**src/rtl/pipe_scroller_if.sv**
```systemverilog
// Pipe scroller bus: scene/terminal-size inputs in, pipe table and score out.
//   n_row  : terminal rows (drives recycle clamp)
//   n_col  : terminal columns (informational)
//   scene  : 0 SPLASH, 1 PLAYING, 2 GAMEOVER, 3 reserved
//   pipes  : N_PIPE slots, 24 bits each {position, max_bnd, min_bnd}
//   score  : pipes passed, saturating at 255
//   passed : one-cycle pulse per score event
interface pipe_scroller_if #(
  parameter int unsigned N_PIPE = 3
) ();
  logic [7:0]          n_row;
  logic [7:0]          n_col;
  logic [1:0]          scene;
  logic [24*N_PIPE-1:0] pipes;
  logic [7:0]          score;
  logic                passed;

  modport master (
    output n_row, n_col, scene,
    input  pipes, score, passed
  );

  modport slave (
    input  n_row, n_col, scene,
    output pipes, score, passed
  );
endinterface

```
**src/rtl/pipe_scroller.sv**
```systemverilog
// Generates and scrolls pipe obstacles; recycles off-screen slots with an
// LFSR-chosen gap and counts pipes passing the bird column.
//   clk, rst_n : clock, synchronous active-low reset
//   bus        : pipe_scroller_if slave (scene/n_row/n_col in; pipes/score/passed out)
module pipe_scroller #(
  parameter int unsigned N_PIPE     = 3,
  parameter int unsigned SPACING    = 50,
  parameter int unsigned GAP        = 10,
  parameter int unsigned INIT_MIN   = 15,
  parameter int unsigned BIRD_COL   = 2,
  parameter int unsigned SCROLL_DIV = 1,
  parameter logic [7:0]  LFSR_SEED  = 8'hA5
) (
  input logic            clk,
  input logic            rst_n,
  pipe_scroller_if.slave bus
);

  localparam int unsigned DIV_W       = (SCROLL_DIV > 1) ? $clog2(SCROLL_DIV) : 1;
  localparam int unsigned HIT_W       = $clog2(N_PIPE + 1);
  localparam logic [DIV_W-1:0] DIV_LAST = DIV_W'(SCROLL_DIV - 1);
  localparam logic [7:0] GAP_B        = 8'(GAP);
  localparam logic [7:0] INIT_MIN_B   = 8'(INIT_MIN);
  localparam logic [7:0] INIT_MAX_B   = 8'(INIT_MIN + GAP);
  localparam logic [7:0] RECYCLE_POS  = 8'(N_PIPE * SPACING - 1);
  localparam logic [7:0] SCORE_POS    = 8'(BIRD_COL + 1);
  localparam logic [7:0] LFSR_TAPS    = 8'hB8;

  typedef enum logic [1:0] {
    SCENE_SPLASH   = 2'd0,
    SCENE_PLAYING  = 2'd1,
    SCENE_GAMEOVER = 2'd2,
    SCENE_RSVD     = 2'd3
  } scene_e;

  logic [7:0]       pos_q [N_PIPE];
  logic [7:0]       pos_d [N_PIPE];
  logic [7:0]       min_q [N_PIPE];
  logic [7:0]       min_d [N_PIPE];
  logic [7:0]       max_q [N_PIPE];
  logic [7:0]       max_d [N_PIPE];
  logic [7:0]       score_q, score_d;
  logic             passed_q, passed_d;
  logic [DIV_W-1:0] div_q, div_d;
  logic [7:0]       lfsr_q, lfsr_d;

  logic             step;
  logic [HIT_W-1:0] hits;
  logic [8:0]       score_sum;
  logic [7:0]       rec_raw, rec_top, rec_min;
  logic [24*N_PIPE-1:0] pipes_w;
  logic [7:0]       unused_n_col;

  assign unused_n_col = bus.n_col;

  // Recycled gap floor: 2 + lfsr[4:0], clamped so max_bnd stays below n_row-2.
  always_comb begin
    rec_raw = 8'd2 + {3'b000, lfsr_q[4:0]};
    rec_top = bus.n_row - 8'd2;
    rec_min = rec_raw;
    if (rec_raw + GAP_B > rec_top) rec_min = rec_top - GAP_B;
  end

  // Next-state: LFSR free-runs; slots/score/divider follow the scene.
  always_comb begin
    lfsr_d    = {1'b0, lfsr_q[7:1]} ^ (lfsr_q[0] ? LFSR_TAPS : 8'h00);
    pos_d     = pos_q;
    min_d     = min_q;
    max_d     = max_q;
    score_d   = score_q;
    div_d     = div_q;
    passed_d  = 1'b0;
    step      = 1'b0;
    hits      = '0;
    score_sum = '0;

    case (scene_e'(bus.scene))
      SCENE_SPLASH: begin
        for (int i = 0; i < N_PIPE; i++) begin
          pos_d[i] = 8'(SPACING * (i + 1));
          min_d[i] = INIT_MIN_B;
          max_d[i] = INIT_MAX_B;
        end
        score_d = '0;
        div_d   = '0;
      end
      SCENE_PLAYING: begin
        if (div_q == DIV_LAST) begin
          step  = 1'b1;
          div_d = '0;
        end else begin
          div_d = div_q + DIV_W'(1);
        end
      end
      default: ;
    endcase

    if (step) begin
      for (int i = 0; i < N_PIPE; i++) begin
        if (pos_q[i] == SCORE_POS) hits = hits + HIT_W'(1);
        if (pos_q[i] == 8'd0) begin
          pos_d[i] = RECYCLE_POS;
          min_d[i] = rec_min;
          max_d[i] = rec_min + GAP_B;
        end else begin
          pos_d[i] = pos_q[i] - 8'd1;
        end
      end
      score_sum = {1'b0, score_q} + 9'(hits);
      score_d   = score_sum[8] ? 8'hFF : score_sum[7:0];
      passed_d  = (hits != '0);
    end
  end

  // State registers; reset restores the initial layout.
  always_ff @(posedge clk) begin
    if (!rst_n) begin
      for (int i = 0; i < N_PIPE; i++) begin
        pos_q[i] <= 8'(SPACING * (i + 1));
        min_q[i] <= INIT_MIN_B;
        max_q[i] <= INIT_MAX_B;
      end
      score_q  <= '0;
      passed_q <= 1'b0;
      div_q    <= '0;
      lfsr_q   <= LFSR_SEED;
    end else begin
      pos_q    <= pos_d;
      min_q    <= min_d;
      max_q    <= max_d;
      score_q  <= score_d;
      passed_q <= passed_d;
      div_q    <= div_d;
      lfsr_q   <= lfsr_d;
    end
  end

  // Pack registered slot state into the shared bus format.
  always_comb begin
    pipes_w = '0;
    for (int i = 0; i < N_PIPE; i++) begin
      pipes_w[24*i+16 +: 8] = pos_q[i];
      pipes_w[24*i+8  +: 8] = max_q[i];
      pipes_w[24*i    +: 8] = min_q[i];
    end
  end

  assign bus.pipes  = pipes_w;
  assign bus.score  = score_q;
  assign bus.passed = passed_q;

endmodule

```
**src/flat_wrapper.sv**
```systemverilog
// flat-port wrapper written by rule: the top's interface ports become plain ports
module pipe_scroller_flat 
#(
  parameter int unsigned N_PIPE     = 3,
  parameter int unsigned SPACING    = 50,
  parameter int unsigned GAP        = 10,
  parameter int unsigned INIT_MIN   = 15,
  parameter int unsigned BIRD_COL   = 2,
  parameter int unsigned SCROLL_DIV = 1,
  parameter logic [7:0]  LFSR_SEED  = 8'hA5
)
  (clk, rst_n, bus_n_row, bus_n_col, bus_scene, bus_pipes, bus_score, bus_passed);
  pipe_scroller_if #(.N_PIPE(N_PIPE)) bus_i ();
  input logic clk;
  input logic rst_n;
  input wire logic [$bits(bus_i.n_row)-1:0] bus_n_row;
  input wire logic [$bits(bus_i.n_col)-1:0] bus_n_col;
  input wire logic [$bits(bus_i.scene)-1:0] bus_scene;
  output wire logic [$bits(bus_i.pipes)-1:0] bus_pipes;
  output wire logic [$bits(bus_i.score)-1:0] bus_score;
  output wire logic [$bits(bus_i.passed)-1:0] bus_passed;
  assign bus_i.n_row = bus_n_row;
  assign bus_i.n_col = bus_n_col;
  assign bus_i.scene = bus_scene;
  assign bus_pipes = bus_i.pipes;
  assign bus_score = bus_i.score;
  assign bus_passed = bus_i.passed;
  pipe_scroller #(.N_PIPE(N_PIPE), .SPACING(SPACING), .GAP(GAP), .INIT_MIN(INIT_MIN), .BIRD_COL(BIRD_COL), .SCROLL_DIV(SCROLL_DIV), .LFSR_SEED(LFSR_SEED)) u_core (.clk(clk), .rst_n(rst_n), .bus(bus_i));
endmodule
```
**config.mk**
```make
export PLATFORM = sky130hd
export DESIGN_NAME = pipe_scroller_flat
export DESIGN_NICKNAME = d
export VERILOG_FILES = /design/src/rtl/pipe_scroller_if.sv /design/src/rtl/pipe_scroller.sv /design/src/flat_wrapper.sv
export SDC_FILE = /design/constraint.sdc
export NUM_CORES = 1
export LEC_CHECK = 0
export CORE_MARGIN = 2
export CORE_UTILIZATION = 43
export CTS_CLUSTER_SIZE = 16
export DETAILED_ROUTE_END_ITERATION = 12
export HOLD_SLACK_MARGIN = 0.02
export PLACE_DENSITY = 0.71
export SLEW_MARGIN = 30
export SYNTH_ARGS = -nofsm -noshare
export SYNTH_HDL_FRONTEND = slang
export SYNTH_SLANG_ARGS = --single-unit
```
**constraint.sdc**
```tcl
create_clock -name clk -period 9 [get_ports clk]
set_input_delay 1.35 -clock clk [delete_from_list [all_inputs] [get_ports clk]]
set_output_delay 1.35 -clock clk [all_outputs]
set_load 0.01 [all_outputs]
```
==> impl_metrics.json <==
{
  "drc": 0,
  "cts_setup_buffers": 0,
  "synth_ff_type": "dfxtp_1",
  "diodes": 0,
  "first_pass_iters": 5,
  "ctsResizeCount": 0,
  "wirelength_microns": 11600,
  "worstMarginPinSlew_ns": 0.896,
  "worst_path_largest_cell_delay_ns": 0.60,
  "antenna_found_initial": 0,
  "dp_slack_ns": 3.09,
  "drv_cap": 0,
  "worst_setup_path_start_kind": "primary input",
  "whs_ns": 0.445,
  "p_comb_share_pct": 16.4,
  "cts_buffer_depth": 2,
  "power_per_cell_area_mw_per_mm2": 147,
  "period_minus_slack_ns": 5.56,
  "tritoncts": "done",
  "rsz0062_at_grt": "false",
  "register_area_sq_mm": 0.00178,
  "slew_viol_final": 0,
  "synth_top_area_share_pct": 41.6,
  "core_area_sq_mm": 0.00973,
  "drive_above_1_share_pct": 4.51,
  "finalHoldViolations": 0,
  "cts.sinks": 89,
  "overflow": 0,
  "timing.setup.tns_ns": 0,
  "hold_class": "register to register",
  "clock_power_share_pct": 33.1,
  "track_usage_pct": 21.5,
  "cp-end-kind": "register",
  "clk_latency_ns": 0.36,
  "synthCells": 507,
  "crit_chain": "clkdlybuf4s50_1, inv_1, ha_1, a21boi_1, nand2_1, xor2_1, ha_1, and3_1, o2111ai_1, o211ai_1, o211ai_2, nor2_1, a21oi_1, ha_1, nor2_1, o41ai_1, nand2b_1, o21ai_0",
  "yosys_warnings": 0,
  "syn-cell-area_sq_mm": 0.00428,
  "ir_drop_uv": 87.5,
  "nFillCells": 905,
  "die_h_microns": 104,
  "grt_max_degree": 29,
  "start_util_pct": 44.0,
  "syn_avg_cell_area_sq_um": 8.44,
  "die_area_sq_mm": 0.0108,
  "status": "finished, final reports clean",
  "seq_area_frac_synth_pct": 41.6,
  "grt_pass1_vias": 3865,
  "crit_fanout": 13,
  "place_congestion": 0.823,
  "p_leak_uw": 0.00215,
  "yosys-top-cells-area": "dfxtp_1 42%, ha_1 7.0%, o21ai_0 6.8%",
  "finalWorstSetupSlack_ns": 3.44,
  "num_vias": 3983,
  "rows": 36,
  "cpMostUsedCell": "ha_1",
  "ios": 101,
  "hold_buffers": 0,
  "synth_nets": 552,
  "portBuffers": 92,
  "via_per_inst": 5.44,
  "synth_edf_count": 0,
  "switching_share_pct": 30.9,
  "place.detailed.hpwl_microns": 8540,
  "final-setup-viol-count": 0,
  "switchingPower_uw": 250,
  "drtAntennaViolNets": 0,
  "cp_data_arrival_time_ns": 5.85,
  "grt_first_pass_wirelength_microns": 19000,
  "final_nets": 639,
  "slowest_stage": "a21oi_1",
  "drt-initial-drc-count": 159,
  "wl_per_cell_microns": 15.8,
  "multi_input_area_sq_mm": 0.00235,
  "required_ns": 9.29,
  "period_share_pct": 61.8,
  "ys_ff_latch": 89,
  "ys_types": 52,
  "p_int_uw": 560,
  "p_seq_share_pct": 50.5,
  "fp.dieW_microns": 104,
  "numCtsBuffers": 9,
  "clk_pin_slew_worst_paths_ns": 0.10,
  "skew_ns": 0.0136,
  "async_flop_share_pct": 0,
  "cts_root_buf": "clkbuf_8",
  "path_class": "primary input to register",
  "area_growth_pct": 28.8,
  "synth.largest_area_cell": "dfxtp_1",
  "relSlewSlack_pct": 40.3,
  "htreeDepth": 3,
  "max_freq_ghz": 0.180
}
## area by class of cell
class / instances / area share, %
Multi-Input combinational cell: 380 / 42.7
Sequential cell: 89 / 32.3
Timing Repair Buffer: 94 / 17.0
Tap cell: 133 / 3.02
Clock buffer: 9 / 2.25
Inverter: 20 / 1.36
Clock inverter: 7 / 1.32
## flip-flops by register name (all words and copies together), names as in the netlist
register	cells
u_core.bus.pipes	72
u_core.lfsr_q	8
u_core.bus.score	8
u_core.bus.passed	1
## critical path, delay by kind of cell
family,cells,cell delay [ns]
xor+xnor,1,0.45
simple gates,5,0.61
fa+ha+maj,3,0.92
buf+inv,2,0.61
compound gates,7,1.87
## cells in the final DEF (no fill, tap or decap), drive strengths merged, types with 3 or more instances in the layout
cell,count
clkdlybuf4s50,92
dfxtp,89
nand2,65
o21ai,58
a21oi,47
nor2,32
ha,24
inv,23
nand3,18
xor2,14
xnor2,14
and2,13
nor3,10
clkbuf,9
nor2b,7
and3,7
mux2i,7
a22o,7
nand2b,6
o22a,5
o22ai,4
o21a,4
nor3b,4
nand4,3
a31oi,3
clkinv,3
## Yosys cell counts (3+ instances only)
library cell  count
xor2_1           14
nand2b_1          6
and2_1           13
and3_1            7
mux2i_1           7
nor3_1            9
nand2_1          65
a31oi_1           3
o22ai_1           4
nor2b_1           7
inv_1            20
a21oi_1          47
nand4_1           3
nand3_1          18
o21ai_0          58
o22a_1            5
ha_1             24
clkbuf_1         15
dfxtp_1          89
o21a_1            4
xnor2_1          13
a22o_1            7
nor2_1           32
## kinds of logic (layout without fill, tap and decap cells)
| kind of cell | count (synthesis) | count (layout) | synth area share, % |
|---|---|---|---|
| compound gates | 148 | 148 | 20.5 |
| fa+ha+maj | 25 | 25 | 7.49 |
| mux | 8 | 8 | 1.90 |
| buf+inv | 38 | 130 | 3.39 |
| xor+xnor | 28 | 28 | 5.91 |
| flops | 89 | 89 | 41.6 |
| simple gates | 171 | 171 | 19.1 |
## through the flow
| step | instances | instance area (sq um) | power, uW | utilization [%] |
|---|---|---|---|---|
| detailed placement | 716 | 5310 | 551 | 54.6 |
| finish | 732 | 5510 | 811 | 56.6 |
| CTS | 732 | 5510 | 816 | 56.6 |
| global placement | 716 | 5310 | 546 | 54.6 |
| floorplan | 507 | 4280 | 508 | - |
| global route | 732 | 5510 | 848 | 56.6 |
## power by group through the flow
| stage | sequential, uW | combinational (uW) | clock [uW] |
|---|---|---|---|
| floorplan | 417 | 91.2 | 0 |
| global placement | 418 | 129 | 0 |
| detailed placement | 418 | 133 | 0 |
| CTS | 409 | 133 | 273 |
| global route | 411 | 149 | 288 |
| finish | 410 | 133 | 268 |
## metal layers
layer | up-vias | routed length (microns) | global-route usage (%) | share of wire, %
li1 | 1950 | - | - | -
met1 | 1911 | 5220 | 27.2 | 45
met2 | 114 | 5540 | 36.8 | 48
met3 | 8 | 728 | 6.73 | 6.3
met4 | 0 | 70 | 3.57 | 0.61
met5 | - | 0 | 0 | 0
## worst paths after layout
check / from / to / slack, ns / cells past startpoint
worst max register to register: u_core.lfsr_q[1] / u_core.bus.pipes[63] / 4.56 / 15
worst min-delay path: u_core.lfsr_q[7] / u_core.lfsr_q[6] / 0.44 / 1
worst max-delay path: bus_n_row[3] / u_core.bus.pipes[63] / 3.44 / 18
worst min register to register: u_core.lfsr_q[7] / u_core.lfsr_q[6] / 0.44 / 1
Power figures use the tool's default switching activity.
